`src/rtl/alu_pkg.sv`:
```
// Shared encodings for the logic ALU and its operation scheduler.
package alu_pkg;

  localparam logic GRP_A = 1'b0;
  localparam logic GRP_B = 1'b1;

  localparam logic [1:0] OPA_AND  = 2'b00;
  localparam logic [1:0] OPA_NAND = 2'b01;
  localparam logic [1:0] OPA_OR   = 2'b10;
  localparam logic [1:0] OPA_XOR  = 2'b11;

  localparam logic [1:0] OPB_XNOR = 2'b00;
  localparam logic [1:0] OPB_AND  = 2'b01;
  localparam logic [1:0] OPB_NOR  = 2'b10;
  localparam logic [1:0] OPB_OR   = 2'b11;

  typedef enum logic [2:0] {
    StIdle,
    StIssue,
    StCapture,
    StClear,
    StResp
  } state_e;

endpackage

```
`src/rtl/alu_rr_arb2.sv`:
```
// Two-way round-robin arbiter; the pointer remembers the last served requester.
module alu_rr_arb2 (
  input  logic i_clk,
  input  logic i_rst,
  input  logic i_req0,
  input  logic i_req1,
  input  logic i_done,
  input  logic i_done_id,
  output logic o_gnt_valid,
  output logic o_gnt_id
);

  logic r_last;

  // Reset to "last served = 1" so requester 0 wins the first tie.
  always_ff @(posedge i_clk) begin
    if (i_rst) begin
      r_last <= 1'b1;
    end else if (i_done) begin
      r_last <= i_done_id;
    end
  end

  always_comb begin
    o_gnt_valid = i_req0 | i_req1;
    if (i_req0 && i_req1) begin
      o_gnt_id = ~r_last;
    end else begin
      o_gnt_id = i_req1;
    end
  end

endmodule

```
`src/rtl/alu_op_scheduler.sv`:
```
// Shares the two-group logic ALU between two requesters and returns tagged responses.
module alu_op_scheduler
  import alu_pkg::*;
#(
  parameter bit          IRQ_AUTO_CLR = 1'b1,
  parameter int unsigned CNT_W        = 16
) (
  input  logic             alu_clk,
  input  logic             rst,
  input  logic             req0_valid,
  output logic             req0_ready,
  input  logic             req0_grp,
  input  logic [1:0]       req0_op,
  input  logic [7:0]       req0_a,
  input  logic [7:0]       req0_b,
  input  logic             req1_valid,
  output logic             req1_ready,
  input  logic             req1_grp,
  input  logic [1:0]       req1_op,
  input  logic [7:0]       req1_a,
  input  logic [7:0]       req1_b,
  output logic             rsp_valid,
  input  logic             rsp_ready,
  output logic             rsp_id,
  output logic [7:0]       rsp_data,
  output logic             rsp_irq,
  output logic             alu_enable,
  output logic             alu_enable_a,
  output logic             alu_enable_b,
  output logic [1:0]       alu_op_a,
  output logic [1:0]       alu_op_b,
  output logic [7:0]       alu_in_a,
  output logic [7:0]       alu_in_b,
  output logic             alu_irq_clr,
  input  logic [7:0]       alu_out,
  input  logic             alu_irq,
  output logic             busy,
  output logic [CNT_W-1:0] irq_count
);

  state_e r_state, w_state_d;

  logic             r_id, r_busy;
  logic             r_rsp_valid, r_rsp_id, r_rsp_irq;
  logic [7:0]       r_rsp_data;
  logic             r_alu_enable, r_alu_enable_a, r_alu_enable_b, r_alu_irq_clr;
  logic [1:0]       r_alu_op_a, r_alu_op_b;
  logic [7:0]       r_alu_in_a, r_alu_in_b;
  logic [CNT_W-1:0] r_irq_count;

  logic       w_gnt_valid, w_gnt_id, w_accept, w_done, w_enter_resp;
  logic       w_grp;
  logic [1:0] w_op;
  logic [7:0] w_a, w_b;

  alu_rr_arb2 u_arb (
    .i_clk       (alu_clk),
    .i_rst       (rst),
    .i_req0      (req0_valid),
    .i_req1      (req1_valid),
    .i_done      (w_done),
    .i_done_id   (r_rsp_id),
    .o_gnt_valid (w_gnt_valid),
    .o_gnt_id    (w_gnt_id)
  );

  assign w_accept     = (r_state == StIdle) && w_gnt_valid;
  assign w_done       = (r_state == StResp) && rsp_ready;
  assign w_enter_resp = (w_state_d == StResp) && (r_state != StResp);
  assign req0_ready   = w_accept && !w_gnt_id;
  assign req1_ready   = w_accept && w_gnt_id;

  assign w_grp = w_gnt_id ? req1_grp : req0_grp;
  assign w_op  = w_gnt_id ? req1_op  : req0_op;
  assign w_a   = w_gnt_id ? req1_a   : req0_a;
  assign w_b   = w_gnt_id ? req1_b   : req0_b;

  always_ff @(posedge alu_clk) begin
    if (rst) begin
      r_state <= StIdle;
    end else begin
      r_state <= w_state_d;
    end
  end

  always_comb begin
    w_state_d = r_state;
    case (r_state)
      StIdle:    if (w_accept) w_state_d = StIssue;
      StIssue:   w_state_d = StCapture;
      StCapture: w_state_d = (alu_irq && IRQ_AUTO_CLR) ? StClear : StResp;
      StClear:   w_state_d = StResp;
      StResp:    if (rsp_ready) w_state_d = StIdle;
      default:   w_state_d = StIdle;
    endcase
  end

  always_ff @(posedge alu_clk) begin
    if (rst) begin
      r_id           <= 1'b0;
      r_busy         <= 1'b0;
      r_rsp_valid    <= 1'b0;
      r_rsp_id       <= 1'b0;
      r_rsp_irq      <= 1'b0;
      r_rsp_data     <= '0;
      r_alu_enable   <= 1'b0;
      r_alu_enable_a <= 1'b0;
      r_alu_enable_b <= 1'b0;
      r_alu_irq_clr  <= 1'b0;
      r_alu_op_a     <= '0;
      r_alu_op_b     <= '0;
      r_alu_in_a     <= '0;
      r_alu_in_b     <= '0;
      r_irq_count    <= '0;
    end else begin
      r_busy <= (w_state_d != StIdle);
      if (w_accept) begin
        r_id           <= w_gnt_id;
        r_alu_enable   <= 1'b1;
        r_alu_enable_a <= (w_grp == GRP_A);
        r_alu_enable_b <= (w_grp == GRP_B);
        r_alu_op_a     <= (w_grp == GRP_A) ? w_op : 2'b00;
        r_alu_op_b     <= (w_grp == GRP_B) ? w_op : 2'b00;
        r_alu_in_a     <= w_a;
        r_alu_in_b     <= w_b;
      end
      if (r_state == StCapture) begin
        r_rsp_data <= alu_out;
        r_rsp_irq  <= alu_irq;
        if (alu_irq && (r_irq_count != '1)) begin
          r_irq_count <= r_irq_count + CNT_W'(1);
        end
        if (w_state_d == StClear) begin
          r_alu_irq_clr <= 1'b1;
        end
      end
      // Leaving the ALU idle while the response waits keeps alu_out at zero.
      if (w_enter_resp) begin
        r_rsp_valid    <= 1'b1;
        r_rsp_id       <= r_id;
        r_alu_enable   <= 1'b0;
        r_alu_enable_a <= 1'b0;
        r_alu_enable_b <= 1'b0;
        r_alu_irq_clr  <= 1'b0;
        r_alu_op_a     <= '0;
        r_alu_op_b     <= '0;
        r_alu_in_a     <= '0;
        r_alu_in_b     <= '0;
      end
      if (w_done) begin
        r_rsp_valid <= 1'b0;
      end
    end
  end

  assign rsp_valid    = r_rsp_valid;
  assign rsp_id       = r_rsp_id;
  assign rsp_data     = r_rsp_data;
  assign rsp_irq      = r_rsp_irq;
  assign alu_enable   = r_alu_enable;
  assign alu_enable_a = r_alu_enable_a;
  assign alu_enable_b = r_alu_enable_b;
  assign alu_op_a     = r_alu_op_a;
  assign alu_op_b     = r_alu_op_b;
  assign alu_in_a     = r_alu_in_a;
  assign alu_in_b     = r_alu_in_b;
  assign alu_irq_clr  = r_alu_irq_clr;
  assign busy         = r_busy;
  assign irq_count    = r_irq_count;

endmodule

```
`config.mk`:
```
export PLATFORM = sky130hd
export DESIGN_NAME = alu_op_scheduler
export DESIGN_NICKNAME = d
export VERILOG_FILES = /design/src/rtl/alu_pkg.sv /design/src/rtl/alu_rr_arb2.sv /design/src/rtl/alu_op_scheduler.sv
export SDC_FILE = /design/constraint.sdc
export NUM_CORES = 1
export LEC_CHECK = 0
export ABC_AREA = 1
export BUFFER_PORTS_ARGS = -buffer_cell sky130_fd_sc_hd__buf_2
export CORE_UTILIZATION = 44
export CTS_CLUSTER_DIAMETER = 30
export DETAILED_ROUTE_END_ITERATION = 8
export HOLD_SLACK_MARGIN = 0.05
export PLACE_DENSITY = 0.87
export SETUP_SLACK_MARGIN = 0.3
export SLEW_MARGIN = 25
export SYNTH_ARGS = -nofsm -noshare
export SYNTH_HDL_FRONTEND = slang
export SYNTH_SLANG_ARGS = --single-unit
```
`constraint.sdc`:
```
create_clock -name alu_clk -period 1.5 [get_ports alu_clk]
set_clock_uncertainty 0.15 [all_clocks]
set_input_delay 0.15 -clock alu_clk [delete_from_list [all_inputs] [get_ports alu_clk]]
set_output_delay 0.15 -clock alu_clk [all_outputs]
set_load 0.1 [all_outputs]
```
==> flow_metrics.env, run 1 <==
export IMPL_tool_error="[ERROR DPL-0038] Utilization greater than 100%, impossible to legalize"
export IMPL_start_util_pct=46.9
export IMPL_grt_worst_endpoint="req0_ready"
export IMPL_cts_made_buffers=9
export IMPL_rows=27
export IMPL_syn_nets=424
export IMPL_grt_max_degree=28
export IMPL_die_h_um=79.8
export IMPL_syn_area_um2=2660
export IMPL_cts_sinks=57
export IMPL_ios=106
export IMPL_synthCells=371
export IMPL_portBuffers=105
export IMPL_ys_seq_elements=57
export IMPL_gp_congestion=0.849
export IMPL_cts_max_level=3
export IMPL_synth_seq_area_share_pct=42.9
export IMPL_fp_dieW_um=79.8
export IMPL_ctsLongestPathBuffers=2
export IMPL_worst_endpoint_kind="top-level output"
export IMPL_yosys_warnings=0
export IMPL_status="did not finish"
export IMPL_dpl_hpwl_um=5190
export IMPL_ys_types=29
export IMPL_clockRootBuffer="clkbuf_8"
export IMPL_syn_area_per_cell_um2=7.18
export IMPL_lastStage="5_1_grt"
stage by stage:
step           hold WS [ns]  area, um2  std cells  util [%]  setup WS [ns]
2_1_floorplan         0.135       2910        371         -         -0.203
3_3_place_gp          0.241       3620        553      63.7      -0.000574
3_5_place_dp          0.250       3620        553      63.7        -0.0622
4_1_cts              0.0778       5340        640      94.1         -0.220
kinds of logic after synthesis:
kind of cell,share of synthesized area (%)
simple gates,34.6
compound gates,13.8
flops,42.9
buf+inv,7.28
xor+xnor,0.987
fa+ha+maj,0.470
cells in the mapped netlist, drive strengths merged:
cell type | instances | share of area (%)
a211oi | 1 | 0.28
a21oi | 30 | 7.0
a31oi | 16 | 3.8
buf | 9 | 2.8
clkbuf | 4 | 0.56
clkinv | 1 | 0.19
dfxtp | 57 | 43
ha | 1 | 0.47
inv | 26 | 3.8
nand2 | 146 | 21
nand3 | 18 | 4.0
nand3b | 2 | 0.56
nand4 | 6 | 2.0
nor2 | 38 | 6.6
o211ai | 1 | 0.47
o21ai | 12 | 2.3
xor2 | 3 | 0.99
timing repair:
item | 4_1_cts
hold endpoints to repair | 34
pin swaps | 23
endpoints found under the setup margin | 97
hold buffers | 47
resized for setup | 238
gates cloned | 4
setup buffers | 20
==> inputs of run 2 (changes only) <==
--- a/config.mk
+++ b/config.mk
@@ -7,12 +7,9 @@
 export LEC_CHECK = 0
 export ABC_AREA = 1
 export BUFFER_PORTS_ARGS = -buffer_cell sky130_fd_sc_hd__buf_2
-export CORE_UTILIZATION = 44
-export CTS_CLUSTER_DIAMETER = 30
+export CORE_UTILIZATION = 40
 export DETAILED_ROUTE_END_ITERATION = 8
-export HOLD_SLACK_MARGIN = 0.05
-export PLACE_DENSITY = 0.87
-export SETUP_SLACK_MARGIN = 0.3
+export PLACE_DENSITY_LB_ADDON = 0.15
 export SLEW_MARGIN = 25
 export SYNTH_ARGS = -nofsm -noshare
 export SYNTH_HDL_FRONTEND = slang
==> constraint.sdc (replaced) <==
create_clock -name alu_clk -period 2 [get_ports alu_clk]
set_clock_uncertainty 0.15 [all_clocks]
set_input_delay 0.2 -clock alu_clk [delete_from_list [all_inputs] [get_ports alu_clk]]
set_output_delay 0.2 -clock alu_clk [all_outputs]
set_load 0.1 [all_outputs]
==> flow_metrics.env, run 2 <==
export IMPL_yosysTopAreaCellShare_pct=42.9
export IMPL_drv_slew=0
export IMPL_p_sw_mw=1.31
export IMPL_peakVddDrop_v=0.000583
export IMPL_critPathSlowestCell="dfxtp_1"
export IMPL_total_power_mw=3.46
export IMPL_finalSetupViolations=0
export IMPL_cts_made_buffers=9
export IMPL_path_cells="nor2_2 > o211ai_4 > nor2_4 > buf_12"
export IMPL_synth_edf_count=0
export IMPL_seqCellArea_um2=1170
export IMPL_status="complete, no violations"
export IMPL_rrSetupSlack_ns=0.29
export IMPL_routed_wl_met2_um=3490
export IMPL_synth_area_leader_cell="dfxtp_1"
export IMPL_diodes=0
export IMPL_synthTopCellsByCount="nand2_1, dfxtp_1, nor2_1, inv_1, a21oi_1"
export IMPL_final_common_cell="nand2_1"
export IMPL_tightest_slew_ns=0.506
export IMPL_rows=29
export IMPL_cts_sinks=57
export IMPL_ys_async_sr_fraction_pct=0
export IMPL_grt_pass1_vias=2755
export IMPL_hold_class="in -> reg"
export IMPL_period_minus_slack_ns=1.80
export IMPL_rsz0062_at_grt="false"
export IMPL_swShare_pct=37.9
export IMPL_wl_per_cell_um=12.2
export IMPL_multiInputGateArea_um2=1340
export IMPL_synthFlopType="dfxtp_1"
export IMPL_portBuffers=105
export IMPL_path_class="reg -> out"
export IMPL_grt_overflow=0
export IMPL_vias=2882
export IMPL_dpl_hpwl_um=4610
export IMPL_grt_pass1_wl_um=12300
export IMPL_drt_initial_drc_count=124
export IMPL_syn_area_per_cell_um2=7.18
export IMPL_routed_via_density=4.79
export IMPL_highest_layer="met4"
export IMPL_gp_congestion=0.803
export IMPL_ys_seq_elements=57
export IMPL_largest_reg_flops=16
export IMPL_worstPathBufferInverterCount=1
export IMPL_worstPathRequired_ns=1.65
export IMPL_synth_top_cells_by_area="dfxtp_1, nand2_1, nor2_1"
export IMPL_internal_power_mw=2.15
export IMPL_post_route_period_util_pct=89.8
export IMPL_p_per_area_nw_per_um2=882
export IMPL_clock_fmax_mhz=557
export IMPL_antenna_found_initial=0
export IMPL_clockRootBuffer="clkbuf_8"
export IMPL_die_area_um2=6990
export IMPL_grt_max_degree=25
export IMPL_dp_cells=545
export IMPL_yosysMostFrequentCell="nand2_1"
export IMPL_clockPowerShare_pct=32.4
export IMPL_fin_cells=602
export IMPL_wl_met3_um=453
export IMPL_num_nets_final=574
export IMPL_ctsLongestPathBuffers=2
export IMPL_cts_max_level=3
export IMPL_endpoint_kind="output port"
export IMPL_layout_drive_gt1_share_pct=32.4
export IMPL_ys_types=29
export IMPL_syn_area_um2=2660
export IMPL_drt_met1_wl_um=3290
export IMPL_hold_depth=3
export IMPL_power_leakage_nw=1.77
export IMPL_hold_viol_final=0
export IMPL_die_h_um=83.6
export IMPL_yosys_warnings=0
export IMPL_cts_clk_slew_worst_paths_ns=0.06
export IMPL_drc=0
export IMPL_fill_cells=555
export IMPL_hold_start="alu_irq"
export IMPL_fp_dieW_um=83.6
export IMPL_syn_nets=424
export IMPL_final_cell_mix="nand2_1, buf_2, dfxtp_1, dlygate4sd3_1, nor2_1"
export IMPL_dr_pass1_iters=5
export IMPL_synth_seq_area_share_pct=42.9
export IMPL_start_util_pct=41.7
export IMPL_critical_path_max_fanout=10
export IMPL_ios=106
export IMPL_tns_ns=0
export IMPL_drt_total_wl_um=7330
export IMPL_grt_use_total_pct=21.6
export IMPL_r2r_end="irq_count[1]"
export IMPL_seq_power_share_pct=36.5
export IMPL_cts_tree="yes"
export IMPL_ant_nets=0
export IMPL_crit_family="simple AND/OR/NAND/NOR gates"
export IMPL_timing_rr_start="irq_count[0]"
export IMPL_cap_violations=0
export IMPL_synthCells=371
export IMPL_reg2reg_depth=8
export IMPL_comb_power_share_pct=31.1
export IMPL_relSlewSlack_pct=66.5
export IMPL_cp_data_arrival_time_ns=1.45
export IMPL_coreArea_um2=6390
export IMPL_clock_latency_ns=0.33
export IMPL_hold_path_end="r_state[1]"
export IMPL_cp_start_kind="flip-flop"
export IMPL_areaGrowthSynthToFinish_pct=47.1
export IMPL_cpPeakStageDelay_ns=0.36
run 2: cell counts after synthesis:
Identical to the previous run, type by type.
run 2: logic make-up after synthesis:
family,after synthesis,share of synthesized area [%]
AOI/OAI and AO/OA,60,13.8
xor gates and xnor gates,3,0.987
adders and majority gates,1,0.470
buffers and inverters,40,7.28
DFF,57,42.9
and+or+nand+nor,210,34.6
run 2: through the flow:
step / instance area (um2) / hold WS [ns] / setup WS, ns / util (%)
after global placement: 3290 / 0.292 / 0.231 / 51.5
after detailed placement: 3290 / 0.294 / 0.193 / 51.5
final: 3920 / 0.0387 / 0.205 / 61.3
after floorplan: 2690 / 0.193 / 0.149 / -
after global routing: 3920 / 0.0411 / 0.108 / 61.3
after CTS: 3910 / 0.0263 / 0.0696 / 61.2
run 2: area by class of cell:
cell class	instances	share of cell area [%]
sequential	57	29.8
clock buffer	13	4.34
tap	77	2.46
clock inverter	2	0.894
inverter	27	2.68
timing repair buffer	152	25.7
multi-input combinational	274	34.1
run 2: per-layer routing:
metal / vias up / global-route usage [%]
li1: 1495 / -
met1: 1291 / 26.1
met2: 88 / 36.7
met3: 8 / 5.54
met4: 0 / 8.17
met5: - / 0
run 2: worst max path at each step:
stage / startpoint / endpoint / slack [ns] / cells after the start
after detailed placement: r_state[1] / req0_ready / 0.19 / 4
final: r_state[1] / req1_ready / 0.20 / 4
after CTS: r_state[1] / req1_ready / 0.07 / 4
after global routing: r_state[1] / req1_ready / 0.11 / 4
after global placement: r_state[1] / req0_ready / 0.23 / 4
after floorplan: irq_count[2] / irq_count[13] / 0.15 / 7
run 2: timing repair:
| item | CTS | global route |
|---|---|---|
| hold buffers | 40 | 0 |
| setup buffers | 2 | 0 |
| resized for setup | 0 | 1 |
| endpoints found under the hold margin | 24 | 0 |
| setup endpoints to repair | 2 | 1 |
| pin swaps | 2 | 0 |
run 2: power by group through the flow:
| stage | clock, mW | sequential (mW) | combinational, mW |
|---|---|---|---|
| finish | 1.12 | 1.26 | 1.07 |
| global route | 1.20 | 1.27 | 1.13 |
| CTS | 1.14 | 1.26 | 1.07 |
| detailed placement | 0 | 1.28 | 0.997 |
| global placement | 0 | 1.29 | 0.993 |
| floorplan | 0 | 1.80 | 0.297 |
run 2: worst register-to-register path: cells and delay by family (launching register included):
kind          cells  cell delay, ns
fa+ha+maj         1            0.20
buf+inv           1            0.10
flops             1            0.37
simple gates      6            0.78
Power figures use the tool's default switching activity.
==> inputs of run 3 (changes only) <==
==> constraint.sdc (replaced) <==
create_clock -name alu_clk -period 1.5 [get_ports alu_clk]
set_clock_uncertainty 0.15 [all_clocks]
set_input_delay 0.15 -clock alu_clk [delete_from_list [all_inputs] [get_ports alu_clk]]
set_output_delay 0.15 -clock alu_clk [all_outputs]
set_load 0.01 [all_outputs]
==> flow_metrics.env, run 3 (same netlist as run 2, synthesis figures left out) <==
export IMPL_hold_ws_ns=0.0194
export IMPL_ios=106
export IMPL_coreArea_um2=6390
export IMPL_cp_start_kind="flip-flop"
export IMPL_post_route_period_util_pct=103
export IMPL_rsz0062_at_grt="true"
export IMPL_critPathSlowestCell="dfxtp_2"
export IMPL_rows=29
export IMPL_worst_slack_ns=-0.0380
export IMPL_crit_top_cell="nor2_4"
export IMPL_endpoint_kind="output port"
export IMPL_cts_sinks=57
export IMPL_routed_via_density=4.90
export IMPL_areaGrowthSynthToFinish_pct=63.5
export IMPL_die_area_um2=6990
export IMPL_cap_violations=0
export IMPL_grt_use_total_pct=24.0
export IMPL_finalSetupViolations=11
export IMPL_status="finished with violations"
export IMPL_dpl_instance_area_um2=3520
export IMPL_ant_nets=0
export IMPL_antenna_found_initial=0
export IMPL_peakVddDrop_v=0.000609
export IMPL_tightest_slew_ns=0.304
export IMPL_drc=0
export IMPL_cp_data_arrival_time_ns=1.24
export IMPL_cts_max_level=3
export IMPL_largest_reg_flops=16
export IMPL_die_h_um=83.6
export IMPL_power_leakage_nw=2.00
export IMPL_fin_cells=645
export IMPL_p_per_area_nw_per_um2=884
export IMPL_dpl_hpwl_um=4970
export IMPL_start_util_pct=41.7
export IMPL_hold_start="rsp_ready"
export IMPL_ctsLongestPathBuffers=2
export IMPL_grt_overflow=0
export IMPL_hold_viol_final=0
export IMPL_path_class="reg -> out"
export IMPL_path_cells="nor2_4 > o211ai_4 > nor2_4 > buf_12 > buf_6"
export IMPL_cts_tree="yes"
export IMPL_portBuffers=105
export IMPL_worstPathBufferInverterCount=2
export IMPL_dr_pass1_iters=5
export IMPL_clock_fmax_mhz=650
export IMPL_num_nets_final=616
export IMPL_clockRootBuffer="clkbuf_8"
export IMPL_clock_latency_ns=0.32
export IMPL_relSlewSlack_pct=79.7
export IMPL_grt_pass1_wl_um=13800
export IMPL_period_minus_slack_ns=1.54
export IMPL_timing_rr_start="irq_count[1]"
export IMPL_final_util_pct=68.2
export IMPL_final_cell_mix="nand2_1, buf_2, dfxtp_1, dlygate4sd3_1, buf_4"
export IMPL_diodes=0
export IMPL_cpPeakStageDelay_ns=0.33
export IMPL_hold_class="in -> reg"
export IMPL_fp_dieW_um=83.6
export IMPL_critical_path_max_fanout=3
export IMPL_drt_total_wl_um=8230
export IMPL_crit_family="flip-flops"
export IMPL_drt_initial_drc_count=111
export IMPL_final_common_cell="nand2_1"
export IMPL_cp_startpoint="r_state[0]"
export IMPL_drv_slew=0
export IMPL_grt_pass1_vias=3165
export IMPL_grt_max_degree=25
export IMPL_wl_per_cell_um=12.8
export IMPL_worstPathRequired_ns=1.20
export IMPL_gp_congestion=0.809
export IMPL_cts_clk_slew_worst_paths_ns=0.07
export IMPL_final_area_um2=4350
export IMPL_dp_cells=575
export IMPL_cts_made_buffers=9
export IMPL_layout_drive_gt1_share_pct=39.1
export IMPL_failed_checks="setup timing"
export IMPL_vias=3161
==> run 3: changes by cell type in the layout (fill, tap and decap cells not counted), sizes merged <==
cell	delta
clkbuf	+1
buf	+40
clkinvlp	+1
bufinv	-1
nand2	+1
dlygate4sd3	+1
==> run 3: worst reg2reg max path, delay by kind of cell, from the launching register on <==
kind | cells | cell delay [ns]
DFF | 1 | 0.37
AOI/OAI and AO/OA | 1 | 0.10
buffers and inverters | 1 | 0.18
and+or+nand+nor | 5 | 0.51
adders and majority gates | 1 | 0.15
==> run 3: final cells by class <==
type	count	area, um2
Clock buffer	14	163
Tap cell	77	96.3
Sequential cell	57	1160
Fill cell	552	2030
Clock inverter	2	12.5
Inverter	27	114
Multi-Input combinational cell	275	1460
Timing Repair Buffer	193	1360
==> run 3: through the flow <==
step                      setup slack (ns)  power, mW  setup TNS (ns)
after floorplan                     0.0118       2.11               0
after global placement             -0.0101       2.40         -0.0327
after detailed placement           -0.0536       2.41          -0.374
after CTS                          -0.0747       3.85          -0.196
after global routing                -0.100       4.05           -1.11
final                              -0.0380       3.85          -0.192
==> run 3: what timing repair did <==
item                                    CTS  global route
pin swaps                                10            13
buffers inserted                         10             2
endpoints found under the setup margin   29            41
hold buffers                             41             0
cloned                                    2             0
gates resized for setup                  21            26
hold endpoints to repair                 29             0
==> run 3: power breakdown <==
| part | switching (mW) | leakage, nW | internal, mW | total, mW |
|---|---|---|---|---|
| Combinational | 0.447 | 1.45 | 0.432 | 0.879 |
| Clock | 0.595 | 0.0867 | 0.690 | 1.28 |
| Sequential | 0.0591 | 0.468 | 1.62 | 1.68 |
| Total | 1.10 | 2.00 | 2.75 | 3.85 |
==> run 3: layer usage <==
metal	vias up	wire length [um]	share of wire [%]	GRT usage (%)
li1	1589	-	-	-
met1	1456	3430	42	28.2
met2	104	4220	51	42.4
met3	12	462	5.6	4.95
met4	0	125	1.5	9.86
met5	-	0	0	0
==> run 3: worst paths after layout <==
path | slack [ns] | to | cells past startpoint
worst max-delay path | -0.04 | req0_ready | 5
worst min-delay path | 0.02 | r_state[2] | 4
worst max register to register | -0.03 | irq_count[6] | 8
worst min register to register | 0.31 | rsp_data[2] | 2
==> inputs of run 4 (changes only) <==
--- a/config.mk
+++ b/config.mk
@@ -13,4 +13,5 @@
 export SLEW_MARGIN = 25
 export SYNTH_ARGS = -nofsm -noshare
 export SYNTH_HDL_FRONTEND = slang
+export SYNTH_HIERARCHICAL = 1
 export SYNTH_SLANG_ARGS = --single-unit
==> flow_metrics.env, run 4 <==
export IMPL_status="finished with violations"
export IMPL_failed_checks="setup timing"
export IMPL_synthMuxAreaShare_pct=0
export IMPL_path_class="reg -> out"
export IMPL_drt_initial_drc_count=146
export IMPL_final_util_pct=68.0
export IMPL_grt_pass1_vias=2917
export IMPL_dpl_hpwl_um=5040
export IMPL_synthCells=365
export IMPL_relSlewSlack_pct=77.9
export IMPL_ios=106
export IMPL_p_per_area_nw_per_um2=994
export IMPL_syn_area_um2=2650
export IMPL_final_common_cell="nand2_1"
export IMPL_synth_top_family_by_area="simple AND/OR/NAND/NOR gates"
export IMPL_power_leakage_nw=1.98
export IMPL_cp_start_kind="flip-flop"
export IMPL_drv_slew=0
export IMPL_portBuffers=105
export IMPL_worstPathRequired_ns=1.20
export IMPL_final_area_um2=4350
export IMPL_vias=3045
export IMPL_syn_area_per_cell_um2=7.26
export IMPL_path_cells="nor2_4 > nand3_4 > buf_12 > nor2_8 > buf_6"
export IMPL_gp_congestion=0.796
export IMPL_cpPeakStageDelay_ns=0.33
export IMPL_synth_area_leader_cell="dfxtp_1"
export IMPL_start_util_pct=41.5
export IMPL_synth_compound_area_share_pct=14.1
export IMPL_synthFlopType="dfxtp_1"
export IMPL_tightest_slew_ns=0.330
export IMPL_yosysMostFrequentCell="nand2_1"
export IMPL_fp_dieW_um=83.4
export IMPL_synthAdderAreaFrac_pct=0.472
export IMPL_endpoint_kind="output port"
export IMPL_final_cell_mix="nand2_1, buf_2, dfxtp_1, dlygate4sd3_1, buf_4"
export IMPL_hold_start="rsp_ready"
export IMPL_ant_nets=0
export IMPL_grt_pass1_wl_um=13200
export IMPL_cts_made_buffers=9
export IMPL_diodes=0
export IMPL_drc=0
export IMPL_grt_overflow=0
export IMPL_critPathSlowestCell="dfxtp_2"
export IMPL_timing_rr_start="irq_count[4]"
export IMPL_grt_use_total_pct=23.9
export IMPL_clockRootBuffer="clkbuf_8"
export IMPL_rsz0062_at_grt="true"
export IMPL_synth_top_cells_by_area="dfxtp_1, nand2_1, a21oi_1"
export IMPL_cts_tree="yes"
export IMPL_multiInputGateArea_um2=1450
export IMPL_rows=29
export IMPL_period_minus_slack_ns=1.56
export IMPL_cts_clk_slew_worst_paths_ns=0.06
export IMPL_die_area_um2=6950
export IMPL_grt_max_degree=25
export IMPL_peakVddDrop_v=0.000842
export IMPL_areaGrowthSynthToFinish_pct=64.0
export IMPL_largest_reg_flops=16
export IMPL_hold_class="in -> reg"
export IMPL_clock_fmax_mhz=639
export IMPL_coreArea_um2=6390
export IMPL_num_nets_final=606
export IMPL_ctsLongestPathBuffers=2
export IMPL_cap_violations=0
export IMPL_cts_sinks=57
export IMPL_drt_total_wl_um=8170
export IMPL_die_h_um=83.4
export IMPL_rrSetupSlack_ns=-0.06
export IMPL_cp_data_arrival_time_ns=1.26
export IMPL_cp_startpoint="r_state[0]"
export IMPL_layout_drive_gt1_share_pct=39.8
export IMPL_cts_max_level=3
export IMPL_antenna_found_initial=0
export IMPL_wl_per_cell_um=12.9
export IMPL_hold_viol_final=0
export IMPL_synth_seq_area_share_pct=43.1
export IMPL_worst_slack_ns=-0.0647
export IMPL_synthTopCellsByCount="nand2_1, dfxtp_1, nor2_1, a21oi_1, inv_1"
export IMPL_fill_cells=507
export IMPL_post_route_period_util_pct=104
export IMPL_ys_types=30
export IMPL_ys_async_sr_fraction_pct=0
export IMPL_finalSetupViolations=19
export IMPL_seqCellArea_um2=1160
export IMPL_synth_simple_area_share_pct=32.1
export IMPL_critical_path_max_fanout=3
export IMPL_clock_latency_ns=0.34
export IMPL_ys_seq_elements=57
export IMPL_dpl_instance_area_um2=3520
export IMPL_synth_xor_area_share_pct=2.31
export IMPL_total_power_mw=4.32
export IMPL_synth_edf_count=0
export IMPL_yosys_warnings=6
export IMPL_routed_via_density=4.80
export IMPL_dr_pass1_iters=5
export IMPL_syn_nets=418
export IMPL_yosysTopAreaCellShare_pct=43.1
[run 4: changes by cell type after synthesis, moves of 5 or more]
| cell | delta |
|---|---|
| inv_1 | +5 |
| nand2_2 | +9 |
| nand3_1 | -6 |
| a21oi_2 | -10 |
| a21oi_1 | +11 |
| nand2_1 | -24 |
[run 4: routing by layer]
metal	vias to the layer above	part of all wire [%]	GRT usage, %
li1	1554	-	-
met1	1363	43	28.3
met2	101	49	39.7
met3	27	4.7	5.77
met4	0	3.3	13.2
met5	-	0	0
[run 4: where the power goes]
group | leakage (nW) | internal [mW] | total, mW | switching (mW)
sequential | 0.469 | 1.65 | 1.72 | 0.0745
combinational | 1.40 | 0.481 | 1.02 | 0.537
clock | 0.114 | 0.952 | 1.58 | 0.626
[run 4: worst max-delay path: cells and delay by family, from the launching register on]
kind                   cells  cell delay [ns]
DFF                        1             0.33
buffers and inverters      2             0.26
and+or+nand+nor            3             0.34
[run 4: final timing paths]
| kind | cells past startpoint | end |
|---|---|---|
| worst max-delay path | 5 | req0_ready |
| worst min-delay path | 4 | r_state[2] |
| worst max register to register | 6 | irq_count[13] |
| worst min register to register | 2 | rsp_data[5] |
[run 4: repair_timing]
item	CTS	global route
endpoints found under the hold margin	24	0
hold buffers	40	0
setup buffers	7	2
pin swaps	4	11
cloned	0	1
endpoints found under the setup margin	17	38
gates resized for setup	12	26
[run 4: cells by family (layout without fill, tap and decap cells)]
kind of cell,Yosys count,in the layout
adders and majority gates,1,1
and+or+nand+nor,192,193
buffers and inverters,43,235
xor gates and xnor gates,7,7
AOI/OAI and AO/OA,65,65
DFF,57,57
[run 4: area by class of cell]
class	count	area share (%)
Timing Repair Buffer	189	30.1
Clock buffer	12	4.06
Clock inverter	4	1.09
Multi-Input combinational cell	266	33.3
Inverter	30	2.59
Tap cell	77	2.22
Sequential cell	57	26.7
[run 4: metrics by stage]
stage / hold WS, ns / worst slack, ns / cells / TNS [ns]
after detailed placement: 0.269 / -0.0101 / 571 / -0.0512
after global placement: 0.259 / 0.0139 / 571 / 0
final: 0.0238 / -0.0647 / 635 / -0.439
after CTS: 0.00623 / -0.0963 / 633 / -0.286
after floorplan: 0.108 / 0.00414 / 365 / 0
after global routing: 0.0594 / -0.148 / 635 / -2.81
